`src/rtl/fadd16_resp_buf.sv`:
```
// fadd16_resp_buf: valid-ready shell around the stall-free fadd16 pipeline with credit-based admission and an in-order result FIFO.
// Optional accumulated-flags register enabled by FADD16_RESP_BUF_FFLAGS_ACC_EN.
module fadd16_resp_buf #(
    parameter int DEPTH   = 4,
    parameter int LATENCY = 2
) (
    input  logic                       clk,
    input  logic                       rst_n,
    input  logic                       start_valid_i,
    output logic                       start_ready_o,
    output logic                       issue_vld_o,
    input  logic [15:0]                fadd_res_i,
    input  logic [4:0]                 fadd_fflags_i,
    output logic                       finish_valid_o,
    input  logic                       finish_ready_i,
    output logic [15:0]                res_o,
    output logic [4:0]                 fflags_o,
    output logic [$clog2(DEPTH+1)-1:0] occupancy_o,
    input  logic                       fflags_clr_i,
    output logic [4:0]                 fflags_acc_o
);
    localparam int AW = $clog2(DEPTH);
    localparam int CW = $clog2(DEPTH+1);

    logic [LATENCY-1:0] pipe;
    logic [AW-1:0]      wr_ptr, rd_ptr;
    logic [CW-1:0]      used, used_nxt;
    logic [15:0]        mem_res [DEPTH];
    logic [4:0]         mem_flags [DEPTH];
    logic               ready, issue, pop, capture;

    assign issue          = start_valid_i & ready;
    assign issue_vld_o    = issue;
    assign start_ready_o  = ready;
    assign capture        = pipe[LATENCY-1];
    assign finish_valid_o = occupancy_o != '0;
    assign pop            = finish_valid_o & finish_ready_i;
    assign res_o          = mem_res[rd_ptr];
    assign fflags_o       = mem_flags[rd_ptr];
    assign used_nxt       = (issue & ~pop) ? used + CW'(1) :
                            (~issue & pop) ? used - CW'(1) : used;

    // ready is registered so it stays low through reset and has no path from finish_ready_i
    always_ff @(posedge clk or negedge rst_n) begin
        if (!rst_n) begin
            pipe        <= '0;
            wr_ptr      <= '0;
            rd_ptr      <= '0;
            used        <= '0;
            ready       <= 1'b0;
            occupancy_o <= '0;
            for (int i = 0; i < DEPTH; i++) begin
                mem_res[i]   <= '0;
                mem_flags[i] <= '0;
            end
        end else begin
            pipe  <= (pipe << 1) | LATENCY'(issue);
            used  <= used_nxt;
            ready <= used_nxt < CW'(DEPTH);
            if (capture) begin
                mem_res[wr_ptr]   <= fadd_res_i;
                mem_flags[wr_ptr] <= fadd_fflags_i;
                wr_ptr            <= wr_ptr + AW'(1);
            end
            if (pop)
                rd_ptr <= rd_ptr + AW'(1);
            occupancy_o <= (capture & ~pop) ? occupancy_o + CW'(1) :
                           (~capture & pop) ? occupancy_o - CW'(1) : occupancy_o;
        end
    end

`ifdef FADD16_RESP_BUF_FFLAGS_ACC_EN
    // a clear in the same cycle as a pop keeps only the popped flags
    always_ff @(posedge clk or negedge rst_n) begin
        if (!rst_n)
            fflags_acc_o <= '0;
        else if (pop)
            fflags_acc_o <= (fflags_clr_i ? 5'b0 : fflags_acc_o) | fflags_o;
        else if (fflags_clr_i)
            fflags_acc_o <= '0;
    end
`else
    logic unused_clr;
    assign unused_clr   = fflags_clr_i;
    assign fflags_acc_o = '0;
`endif
endmodule

```
`config.mk`:
```
export PLATFORM = sky130hd
export DESIGN_NAME = fadd16_resp_buf
export DESIGN_NICKNAME = d
export VERILOG_FILES = /design/src/rtl/fadd16_resp_buf.sv
export SDC_FILE = /design/constraint.sdc
export NUM_CORES = 1
export LEC_CHECK = 0
export CAP_MARGIN = 15
export CORE_MARGIN = 2
export CORE_UTILIZATION = 29
export CTS_CLUSTER_SIZE = 25
export DETAILED_ROUTE_END_ITERATION = 8
export GPL_TIMING_DRIVEN = 0
export SYNTH_ARGS = -nofsm -noshare
export SYNTH_HDL_FRONTEND = slang
export SYNTH_SLANG_ARGS = --single-unit
```
`constraint.sdc`:
```
create_clock -name clk -period 2.5 [get_ports clk]
set_clock_uncertainty 0.2 [all_clocks]
set_input_delay 0.375 -clock clk [delete_from_list [all_inputs] [get_ports clk]]
set_output_delay 0.375 -clock clk [all_outputs]
set_load 0.005 [all_outputs]
```
==> flow_summary.json <==
{
  "die_width_um": 127,
  "critPathRequiredTime_ns": 1.92,
  "worst_reg2reg_path_length_in_cells": 8,
  "count_of_distinct_cell_types_in_the_synthesized_netlist": 23,
  "grt_max_degree": 53,
  "synth.area.top_cells": "dfrtp_1 55%, mux2_2 22%, mux4_2 9.2%",
  "most-common-layout-cells": "97 x dfrtp_1, 85 x mux2_2, 31 x clkdlybuf4s50_1",
  "post_synth_inst_count": 269,
  "h-tree-depth": 3,
  "max_freq_mhz": 418,
  "worst_hold_path.endpoint": "pipe[1]",
  "number_of_global_route_vias_before_repair": 2624,
  "timing.rr.start": "occupancy_o[0]",
  "placeableCoreArea_um2": 15000,
  "hold_ws_ns": 0.155,
  "dpl.hpwl_um": 5910,
  "most_common_cell_after_layout_fill_and_taps_aside": "dfrtp_1",
  "final.period_utilization": 0.958,
  "ctsLongestPathBuffers": 2,
  "rows": 45,
  "min_from": "pipe[0]",
  "cts_num_sinks": 97,
  "leakage_power_figure_nw": 2.34,
  "timing.critical_path.to_type": "output pin",
  "num_io_pins": 58,
  "fp.dieArea_um2": 16200,
  "clkTransAtPathRegs_ns": 0.06,
  "detail_route.iter0.violations": 81,
  "minimum_clock_period_ns": 2.39,
  "worstPathArrival_ns": 1.82,
  "maxCapViolCount": 0,
  "port-buffer-count": 51,
  "finish.cell_count_without_fillers": 531,
  "critPathMaxFanout": 5,
  "grt_pass1_wl_um": 14200,
  "dieHeight_um": 127,
  "reg2reg_setup_slack_ns": 0.15,
  "slowest_delay_ns": 0.53,
  "track_usage": 0.116,
  "antenna_left": 0,
  "rsz0062_at_grt": "no",
  "grt_antenna_before_repair": 0,
  "drcViolationCount": 0,
  "maxSlewHeadroom": 0.578,
  "gp_routability_congestion": 0.684,
  "power.density_cell_area_nw_per_um2": 1320,
  "finalMaxSlewViolations": 0,
  "synth_seq_area_share": 0.552,
  "netlist_area_um2": 4400,
  "ant_cells": 0,
  "hold_depth": 0,
  "worst-slew-pin-transition_ns": 0.633,
  "final_net_count": 374,
  "setup-violations-final": 0,
  "clockRootBuffer": "clkbuf_16",
  "flow.area_growth_from_synthesis_pct": 24.5,
  "grt_remaining_overflow": 0,
  "vias": 2418,
  "start_kind": "flop",
  "first_pass_detailed_route_iteration_total": 4,
  "placed_cells": 513,
  "cts_made_buffers": 9,
  "number_of_hold_violations_in_the_final_report": 0,
  "post_drt_via_cell_ratio": 4.55,
  "postLayoutSetupSlackWorst_ns": 0.105,
  "count_of_state_elements_after_synthesis": 97,
  "cts_tree": "done",
  "detailedPlace.worstSlack_ns": 0.0977,
  "worst-setup-path-type": "flop to output pin",
  "vdd_drop_max_uv": 572,
  "wl_um": 8720,
  "layout-drive-gt1-share": 0.417,
  "worstSkewPairLatency_ns": 0.35,
  "status": "complete, no violations",
  "hp-class": "flop to flop",
  "yosys_warnings": 0,
  "yosysTopAreaCellShare": 0.552,
  "initial_utilization": 0.292,
  "regToRegEndpoint": "occupancy_o[2]",
  "critPathSlowestCell": "mux4_2",
  "p_total_w": 0.00723,
  "synth_area_per_cell_um2": 16.3,
  "post_drt_wl_per_cell_um": 16.4,
  "synth_largest_area_cell": "dfrtp_1",
  "cell_by_cell_trace_of_the_critical_path": "buf_6, mux4_2, clkdlybuf4s50_1"
}
-- registers in the layout, indices dropped and copies added, names as in the netlist --
register and flops:
mem_flags 20, start_ready_o 1, occupancy_o 3, used 3, mem_res 64, pipe 2, rd_ptr 2, wr_ptr 2
-- critical path: cells and delay by family (launching register included) --
family                 cells  cell delay [ns]
buffers and inverters      2             0.61
DFF                        1             0.34
muxes                      1             0.53
-- metrics by stage --
step / area (µm²) / utilization / TNS (ns)
detailed placement: 5180 / 0.345 / 0
floorplan: 4410 / - / 0
CTS: 5470 / 0.364 / 0
finish: 5480 / 0.364 / 0
global route: 5480 / 0.364 / 0
global placement: 5160 / 0.343 / -263.02
-- power by group --
part	total (W)	switching (W)	internal, W
registers	0.00279	0.000409	0.00238
clock network	0.00139	0.000581	0.000805
logic	0.00306	0.00110	0.00195
-- Yosys cell counts --
cell type / number
a22oi_1: 1
mux4_2: 18
and3b_1: 1
inv_1: 7
o21ai_0: 2
buf_4: 5
a21oi_1: 2
dfrtp_1: 97
buf_2: 2
nor2_1: 3
conb_1: 1
buf_6: 9
buf_12: 2
fa_1: 1
nand3_1: 1
xnor2_1: 4
clkbuf_2: 1
mux2_2: 85
xor2_1: 4
mux4_1: 3
nand2_1: 10
or3_4: 1
ha_1: 9
-- layout make-up --
class / count / area, µm²
clock buffer: 12 / 246
buffer: 19 / 196
fill: 1441 / 9560
sequential: 97 / 2430
timing repair buffer: 54 / 533
multi-input combinational: 150 / 1760
inverter: 7 / 26.3
clock inverter: 4 / 51.3
tap: 188 / 235
-- worst max-delay path by stage --
stage	from	end	slack, ns	cells after the start
after CTS	rd_ptr[0]	fflags_o[4]	0.001	3
after floorplan	occupancy_o[0]	occupancy_o[2]	0.25	8
after global routing	occupancy_o[0]	occupancy_o[2]	0.02	8
after global placement	rst_n	used[2]	-2.72	1
after detailed placement	occupancy_o[0]	occupancy_o[2]	0.1	8
final	rd_ptr[0]	fflags_o[4]	0.11	3
-- routing by layer --
metal  routed length, µm  global-route usage
met4                 117              0.0446
met5                   0                   0
met3                 335              0.0322
met2                4320               0.188
met1                3950               0.148
-- cells by family (layout without fill, tap and decap cells) --
family / count (synthesis) / in the layout / share of synthesized area
AO/OA/AOI/OAI: 5 / 5 / 0.00626
XOR/XNOR: 8 / 8 / 0.0159
adder cells (fa/ha/maj): 10 / 10 / 0.0302
buffers and inverters: 26 / 96 / 0.0501
flip-flops: 97 / 97 / 0.552
multiplexers: 106 / 106 / 0.328
other: 1 / 5 / 0.000853
AND/OR/NAND/NOR: 16 / 16 / 0.0168
-- repair_timing --
item,CTS,global route
buffers inserted,1,0
gates resized for setup,20,3
endpoints found under the hold margin,45,0
hold buffers,1,0
endpoints found under the setup margin,20,3
pin swaps,0,0
gates cloned,0,0
Power figures use the tool's default switching activity.
